**src/rtl/circle_pkg.sv**
```systemverilog
// Shared definitions for the circle statistics stage: Q16.8 format constants,
// default datapath widths and the accumulator state encoding.
package circle_pkg;

    localparam int FRAC_BITS = 8;
    localparam int AW_DEF    = 24;
    localparam int SW_DEF    = 32;

    typedef enum logic {
        ACC  = 1'b0,
        HOLD = 1'b1
    } state_e;

endpackage

```
**src/rtl/circle_stats_acc_sat_add.sv**
```systemverilog
// Unsigned saturating adder: clamps to all-ones on carry-out and flags it.
module sat_add #(
    parameter int SW = 32
) (
    input  logic [SW-1:0] a_i,
    input  logic [SW-1:0] b_i,
    output logic [SW-1:0] sum_o,
    output logic          ovf_o
);

    logic [SW:0] full;

    assign full  = {1'b0, a_i} + {1'b0, b_i};
    assign ovf_o = full[SW];
    assign sum_o = full[SW] ? '1 : full[SW-1:0];

endmodule

```
**src/rtl/circle_stats_acc.sv**
```systemverilog
// Per-frame accumulator of circle area/perimeter samples with a held output record.
// Optional peak-area tracking is enabled by defining CIRCLE_STATS_MAX_EN.
module circle_stats_acc
    import circle_pkg::*;
#(
    parameter int AW      = AW_DEF,
    parameter int SW      = SW_DEF,
    parameter int CW      = 8,
    parameter int MAX_LEN = 255
) (
    input  logic          clk,
    input  logic          rst,
    input  logic          clear,
    input  logic          in_valid,
    output logic          in_ready,
    input  logic          in_last,
    input  logic [AW-1:0] area,
    input  logic [AW-1:0] perimeter,
    output logic          out_valid,
    input  logic          out_ready,
    output logic [SW-1:0] sum_area,
    output logic [SW-1:0] sum_perim,
    output logic [AW-1:0] max_area,
    output logic [CW-1:0] count,
    output logic          sat
);

    state_e        state_q, state_d;
    logic [SW-1:0] accArea_q, accArea_d, accPerim_q, accPerim_d;
    logic [CW-1:0] accCnt_q, accCnt_d;
    logic          accSat_q, accSat_d;
    logic [SW-1:0] outArea_q, outArea_d, outPerim_q, outPerim_d;
    logic [CW-1:0] outCnt_q, outCnt_d;
    logic          outSat_q, outSat_d;

    logic [SW-1:0] newArea, newPerim;
    logic          ovfArea, ovfPerim;
    logic [CW-1:0] newCnt;
    logic          newSat, accept, frameEnd;

    sat_add #(.SW(SW)) uAreaAdd (
        .a_i   (accArea_q),
        .b_i   (SW'(area)),
        .sum_o (newArea),
        .ovf_o (ovfArea)
    );

    sat_add #(.SW(SW)) uPerimAdd (
        .a_i   (accPerim_q),
        .b_i   (SW'(perimeter)),
        .sum_o (newPerim),
        .ovf_o (ovfPerim)
    );

    assign in_ready  = (state_q == ACC);
    assign out_valid = (state_q == HOLD);
    assign accept    = in_valid && in_ready && !clear;
    assign newCnt    = accCnt_q + 1'b1;
    assign newSat    = accSat_q || ovfArea || ovfPerim;
    // A sample carrying in_last that also reaches MAX_LEN still closes one frame.
    assign frameEnd  = accept && (in_last || (newCnt == CW'(MAX_LEN)));

    always_comb begin
        state_d    = state_q;
        accArea_d  = accArea_q;
        accPerim_d = accPerim_q;
        accCnt_d   = accCnt_q;
        accSat_d   = accSat_q;
        outArea_d  = outArea_q;
        outPerim_d = outPerim_q;
        outCnt_d   = outCnt_q;
        outSat_d   = outSat_q;
        if (clear) begin
            state_d    = ACC;
            accArea_d  = '0;
            accPerim_d = '0;
            accCnt_d   = '0;
            accSat_d   = 1'b0;
            outArea_d  = '0;
            outPerim_d = '0;
            outCnt_d   = '0;
            outSat_d   = 1'b0;
        end else if (frameEnd) begin
            state_d    = HOLD;
            outArea_d  = newArea;
            outPerim_d = newPerim;
            outCnt_d   = newCnt;
            outSat_d   = newSat;
            accArea_d  = '0;
            accPerim_d = '0;
            accCnt_d   = '0;
            accSat_d   = 1'b0;
        end else if (accept) begin
            accArea_d  = newArea;
            accPerim_d = newPerim;
            accCnt_d   = newCnt;
            accSat_d   = newSat;
        end else if (state_q == HOLD && out_ready) begin
            state_d = ACC;
        end
    end

    always_ff @(posedge clk or posedge rst) begin
        if (rst) begin
            state_q    <= ACC;
            accArea_q  <= '0;
            accPerim_q <= '0;
            accCnt_q   <= '0;
            accSat_q   <= 1'b0;
            outArea_q  <= '0;
            outPerim_q <= '0;
            outCnt_q   <= '0;
            outSat_q   <= 1'b0;
        end else begin
            state_q    <= state_d;
            accArea_q  <= accArea_d;
            accPerim_q <= accPerim_d;
            accCnt_q   <= accCnt_d;
            accSat_q   <= accSat_d;
            outArea_q  <= outArea_d;
            outPerim_q <= outPerim_d;
            outCnt_q   <= outCnt_d;
            outSat_q   <= outSat_d;
        end
    end

`ifdef CIRCLE_STATS_MAX_EN
    logic [AW-1:0] accMax_q, accMax_d, outMax_q, outMax_d, newMax;

    // Strict compare: an equal area leaves the recorded peak untouched.
    assign newMax = (area > accMax_q) ? area : accMax_q;

    always_comb begin
        accMax_d = accMax_q;
        outMax_d = outMax_q;
        if (clear) begin
            accMax_d = '0;
            outMax_d = '0;
        end else if (frameEnd) begin
            accMax_d = '0;
            outMax_d = newMax;
        end else if (accept) begin
            accMax_d = newMax;
        end
    end

    always_ff @(posedge clk or posedge rst) begin
        if (rst) begin
            accMax_q <= '0;
            outMax_q <= '0;
        end else begin
            accMax_q <= accMax_d;
            outMax_q <= outMax_d;
        end
    end

    assign max_area = outMax_q;
`else
    assign max_area = '0;
`endif

    assign sum_area  = outArea_q;
    assign sum_perim = outPerim_q;
    assign count     = outCnt_q;
    assign sat       = outSat_q;

endmodule

```
**config.mk**
```make
export PLATFORM = sky130hd
export DESIGN_NAME = circle_stats_acc
export DESIGN_NICKNAME = d
export VERILOG_FILES = /design/src/rtl/circle_pkg.sv /design/src/rtl/circle_stats_acc_sat_add.sv /design/src/rtl/circle_stats_acc.sv
export SDC_FILE = /design/constraint.sdc
export NUM_CORES = 1
export LEC_CHECK = 0
export CORE_ASPECT_RATIO = 2
export CORE_UTILIZATION = 45
export CTS_CLUSTER_SIZE = 8
export DETAILED_ROUTE_END_ITERATION = 10
export DONT_BUFFER_PORTS = 1
export HOLD_SLACK_MARGIN = 0.02
export PLACE_DENSITY_LB_ADDON = 0.08
export SLEW_MARGIN = 30
export SYNTH_ARGS = -nofsm -noshare
export SYNTH_HDL_FRONTEND = slang
export SYNTH_SLANG_ARGS = --single-unit
```
**constraint.sdc**
```tcl
create_clock -name clk -period 5.5 [get_ports clk]
set_input_delay 0.825 -clock clk [delete_from_list [all_inputs] [get_ports clk]]
set_output_delay 0.825 -clock clk [all_outputs]
set_load 0.05 [all_outputs]
```
==> results.json <==
{
  "outcome": "finished clean",
  "worst_slew_margin_rel_pct": 41.1,
  "setup_viol_count_final": 0,
  "die_width_um": 102,
  "met3_wirelength_um": 916,
  "max-clock-path-buffers": 2,
  "post_syn_area_per_cell_sq_um": 8.54,
  "fmaxAchievable_mhz": 306,
  "clk-insertion-delay-late_ns": 0.44,
  "power.leakage_nw": 4.36,
  "post-route-period-util_pct": 59.4,
  "initial_utilization_pct": 45.7,
  "vdd_drop_max_mv": 0.202,
  "synth.cell_area_sq_mm": 0.00907,
  "via_per_inst": 5.79,
  "hold_slack_ns": 0.353,
  "postRouteAntennaNets": 0,
  "regToRegEndpoint": "accArea_q[22]",
  "timing.critical_path.slowest_stage_cell": "sky130_fd_sc_hd__a31oi_1",
  "final.setup.tns_ns": 0,
  "final_report_hold_violation_count": 0,
  "antennaDiodeCount": 0,
  "p_sw_share_pct": 33.1,
  "rsz_0062_raised_after_global_routing": "false",
  "timing.critical_path.max_delay_family": "compound AO/OA/AOI/OAI gates",
  "worst_r2r_path_depth": 11,
  "synthArstFlopShare_pct": 100,
  "cts.sinks": 147,
  "combPwrFrac_pct": 16.2,
  "crit_chain": "ha_1, fa_1, a21oi_1, o211a_1, o21ai_2, a211o_1, a31oi_1, nor3_1, or3_1, a21oi_1, o21ai_1",
  "cp.arrival_ns": 3.56,
  "grt_remaining_overflow": 0,
  "area_growth_pct": 6.22,
  "route.detailed.drc": 0,
  "p_per_area_mw_per_mm2": 293,
  "weighted_congestion_reported_at_the_end_of_routability_driven_placement": 0.897,
  "totalWireLength_um": 25700,
  "cells_after_synth": 1062,
  "placed_cell_area_sq_mm": 0.00908,
  "number_of_i_o_pins": 153,
  "cts_tree": "done",
  "design_area_sq_mm": 0.00963,
  "design.die.area_sq_mm": 0.0208,
  "routed-wl-met2_um": 14500,
  "crit_path_end_kind": "flip-flop",
  "post_cts_resize_count": 0,
  "critical_path.max_stage_delay_ns": 0.47,
  "layout.cells.most_common": "sky130_fd_sc_hd__dfrtp_1",
  "crit_top_cell": "sky130_fd_sc_hd__a21oi_1",
  "detailedRoute.firstPassIterationCount": 4,
  "placeable_area_sq_mm": 0.0198,
  "first_global_vias": 7589,
  "grt_pass1_wl_um": 40500,
  "clkSlewWorstSetupHoldPaths_ns": 0.06,
  "yosys_warnings": 0,
  "drt_first_iter_violations": 280,
  "cts_setup_buffers": 0,
  "p_seq_share_pct": 44.9,
  "tightestPinTransition_ns": 0.883,
  "synth_edf_count": 0,
  "finalCriticalPeriod_ns": 3.27,
  "routed.top_layer": "met4",
  "grt_start_max_net_pins": 97,
  "yosys_register_bits": 147,
  "finalMaxSlewViolations": 0,
  "worstReg2RegStart": "accArea_q[0]",
  "critical_path.n_buffers_inverters": 0,
  "timing.hold.worst.class": "in -> async",
  "critical_path.startpoint_type": "primary input",
  "nets": 1128,
  "switch_pwr_mw": 0.935,
  "synth.yosys.seq_area_share_pct": 40.6,
  "path_max_fanout": 3,
  "die_height_um": 203,
  "post_cts_hold_buffer_count": 0,
  "setup.reg_to_reg.worst_slack_ns": 2.24,
  "path_class": "in -> reg",
  "floorplan.rows": 73,
  "finalPower_mw": 2.83,
  "cts_made_buffers": 17,
  "grt_antenna_before_repair": 0,
  "placement.io_buffers": 0,
  "num-fill-cells": 2035,
  "wl_met1_um": 9150,
  "vias": 7506,
  "track_usage_pct": 26.0,
  "internal_power_mw": 1.89,
  "root_buf_cell": "sky130_fd_sc_hd__clkbuf_16",
  "cp_data_required_time_ns": 5.80,
  "max_cap_violations": 0,
  "detailedPlacementHpwl_um": 18400,
  "most-common-layout-cells": "147 x sky130_fd_sc_hd__dfrtp_1, 123 x sky130_fd_sc_hd__o21ai_0, 111 x sky130_fd_sc_hd__nand2_1",
  "yosys.cell_types.count": 72,
  "layout-drive-gt1-share_pct": 6.67,
  "power_frac_clock_pct": 38.9,
  "avgRoutedWirePerCell_um": 19.8,
  "htree_num_levels": 4,
  "synthFlopType": "sky130_fd_sc_hd__dfrtp_1",
  "fin_skew_ns": 0.00861
}
[worst reg2reg max path: stages (launching register included)]
cell and delay, ns:
sky130_fd_sc_hd__dfrtp_1 0.38, sky130_fd_sc_hd__ha_1 0.22, sky130_fd_sc_hd__fa_1 0.42, sky130_fd_sc_hd__a21oi_1 0.21
sky130_fd_sc_hd__o211a_1 0.21, sky130_fd_sc_hd__o21ai_2 0.09, sky130_fd_sc_hd__a211o_1 0.32, sky130_fd_sc_hd__a31oi_1 0.47
sky130_fd_sc_hd__nor3_1 0.16, sky130_fd_sc_hd__or3_1 0.37, sky130_fd_sc_hd__a21oi_1 0.20, sky130_fd_sc_hd__o21ai_1 0.09
[flip-flops by register name, summed over array words and instances (netlist names)]
signal and cells:
sum_perim 32, accCnt_q 8, accArea_q 32, sat 1, accPerim_q 32, out_valid 1, count 8, sum_area 32
accSat_q 1
[stage by stage]
stage               cells  worst slack [ns]  util [%]
finish               1296              2.23      48.6
global route         1296              1.97      48.6
CTS                  1296              2.28      48.6
detailed placement   1265              1.83      45.8
global placement     1265              1.84      45.8
floorplan            1085             0.724         -
[cell families after synthesis]
family                   share of synthesized area, %
AO/OA/AOI/OAI                                    20.9
multiplexers                                    0.442
AND/OR/NAND/NOR                                  19.7
XOR/XNOR                                         4.83
flip-flops                                       40.6
adder cells (fa/ha/maj)                          7.34
buffers and inverters                            6.17
other                                          0.0414
[synthesized netlist by cell type (8+ instances only)]
cell type,number,share of area [%]
sky130_fd_sc_hd__nor2_1,76,3.1
sky130_fd_sc_hd__buf_2,21,1.2
sky130_fd_sc_hd__nand3_1,92,5.1
sky130_fd_sc_hd__buf_4,26,2.2
sky130_fd_sc_hd__a31oi_1,14,0.97
sky130_fd_sc_hd__nor3_1,11,0.61
sky130_fd_sc_hd__nand2_1,112,4.6
sky130_fd_sc_hd__dfrtp_1,147,41
sky130_fd_sc_hd__xor2_1,16,1.5
sky130_fd_sc_hd__clkbuf_1,33,1.4
sky130_fd_sc_hd__ha_1,50,6.9
sky130_fd_sc_hd__and3_1,15,1.0
sky130_fd_sc_hd__nand4_1,15,1.0
sky130_fd_sc_hd__o21bai_1,8,0.66
sky130_fd_sc_hd__o21ai_1,33,1.8
sky130_fd_sc_hd__a21oi_1,84,4.6
sky130_fd_sc_hd__a21o_1,12,0.99
sky130_fd_sc_hd__or3_1,8,0.55
sky130_fd_sc_hd__o21ai_0,123,6.8
sky130_fd_sc_hd__xnor2_1,34,3.3
sky130_fd_sc_hd__inv_1,17,0.70
[power groups by stage]
stage	clock network [mW]	logic [mW]	registers (mW)
floorplan	0	0.379	1.28
CTS	1.12	0.461	1.27
global route	1.17	0.511	1.28
detailed placement	0	0.459	1.29
finish	1.10	0.458	1.27
global placement	0	0.458	1.29
[layout make-up]
cell class / instances / area [sq um] / share of cell area (%)
tap: 262 / 328 / 3.40
multi-input combinational: 830 / 4940 / 51.3
clock inverter: 12 / 113 / 1.17
timing repair buffer: 9 / 67.6 / 0.702
inverter: 17 / 71.3 / 0.741
sequential: 147 / 3680 / 38.2
clock buffer: 19 / 433 / 4.50
[worst max path at each step]
| stage | startpoint | endpoint | slack [ns] | cells past startpoint |
|---|---|---|---|---|
| final | area[0] | accArea_q[22] | 2.23 | 11 |
| after global routing | accPerim_q[19] | accPerim_q[17] | 1.97 | 10 |
| after CTS | accArea_q[0] | accArea_q[22] | 2.28 | 11 |
| after detailed placement | area[0] | accArea_q[22] | 1.83 | 11 |
| after global placement | area[0] | accArea_q[22] | 1.84 | 11 |
| after floorplan | rst | accArea_q[0] | 0.72 | 1 |
[routing by layer]
| layer | GRT usage, % | vias to the layer above |
|---|---|---|
| li1 | - | 3653 |
| met2 | 49.2 | 159 |
| met3 | 5.54 | 60 |
| met4 | 12.9 | 0 |
| met5 | 0 | - |
| met1 | 25.7 | 3634 |
(Power assumes the default switching activity.)
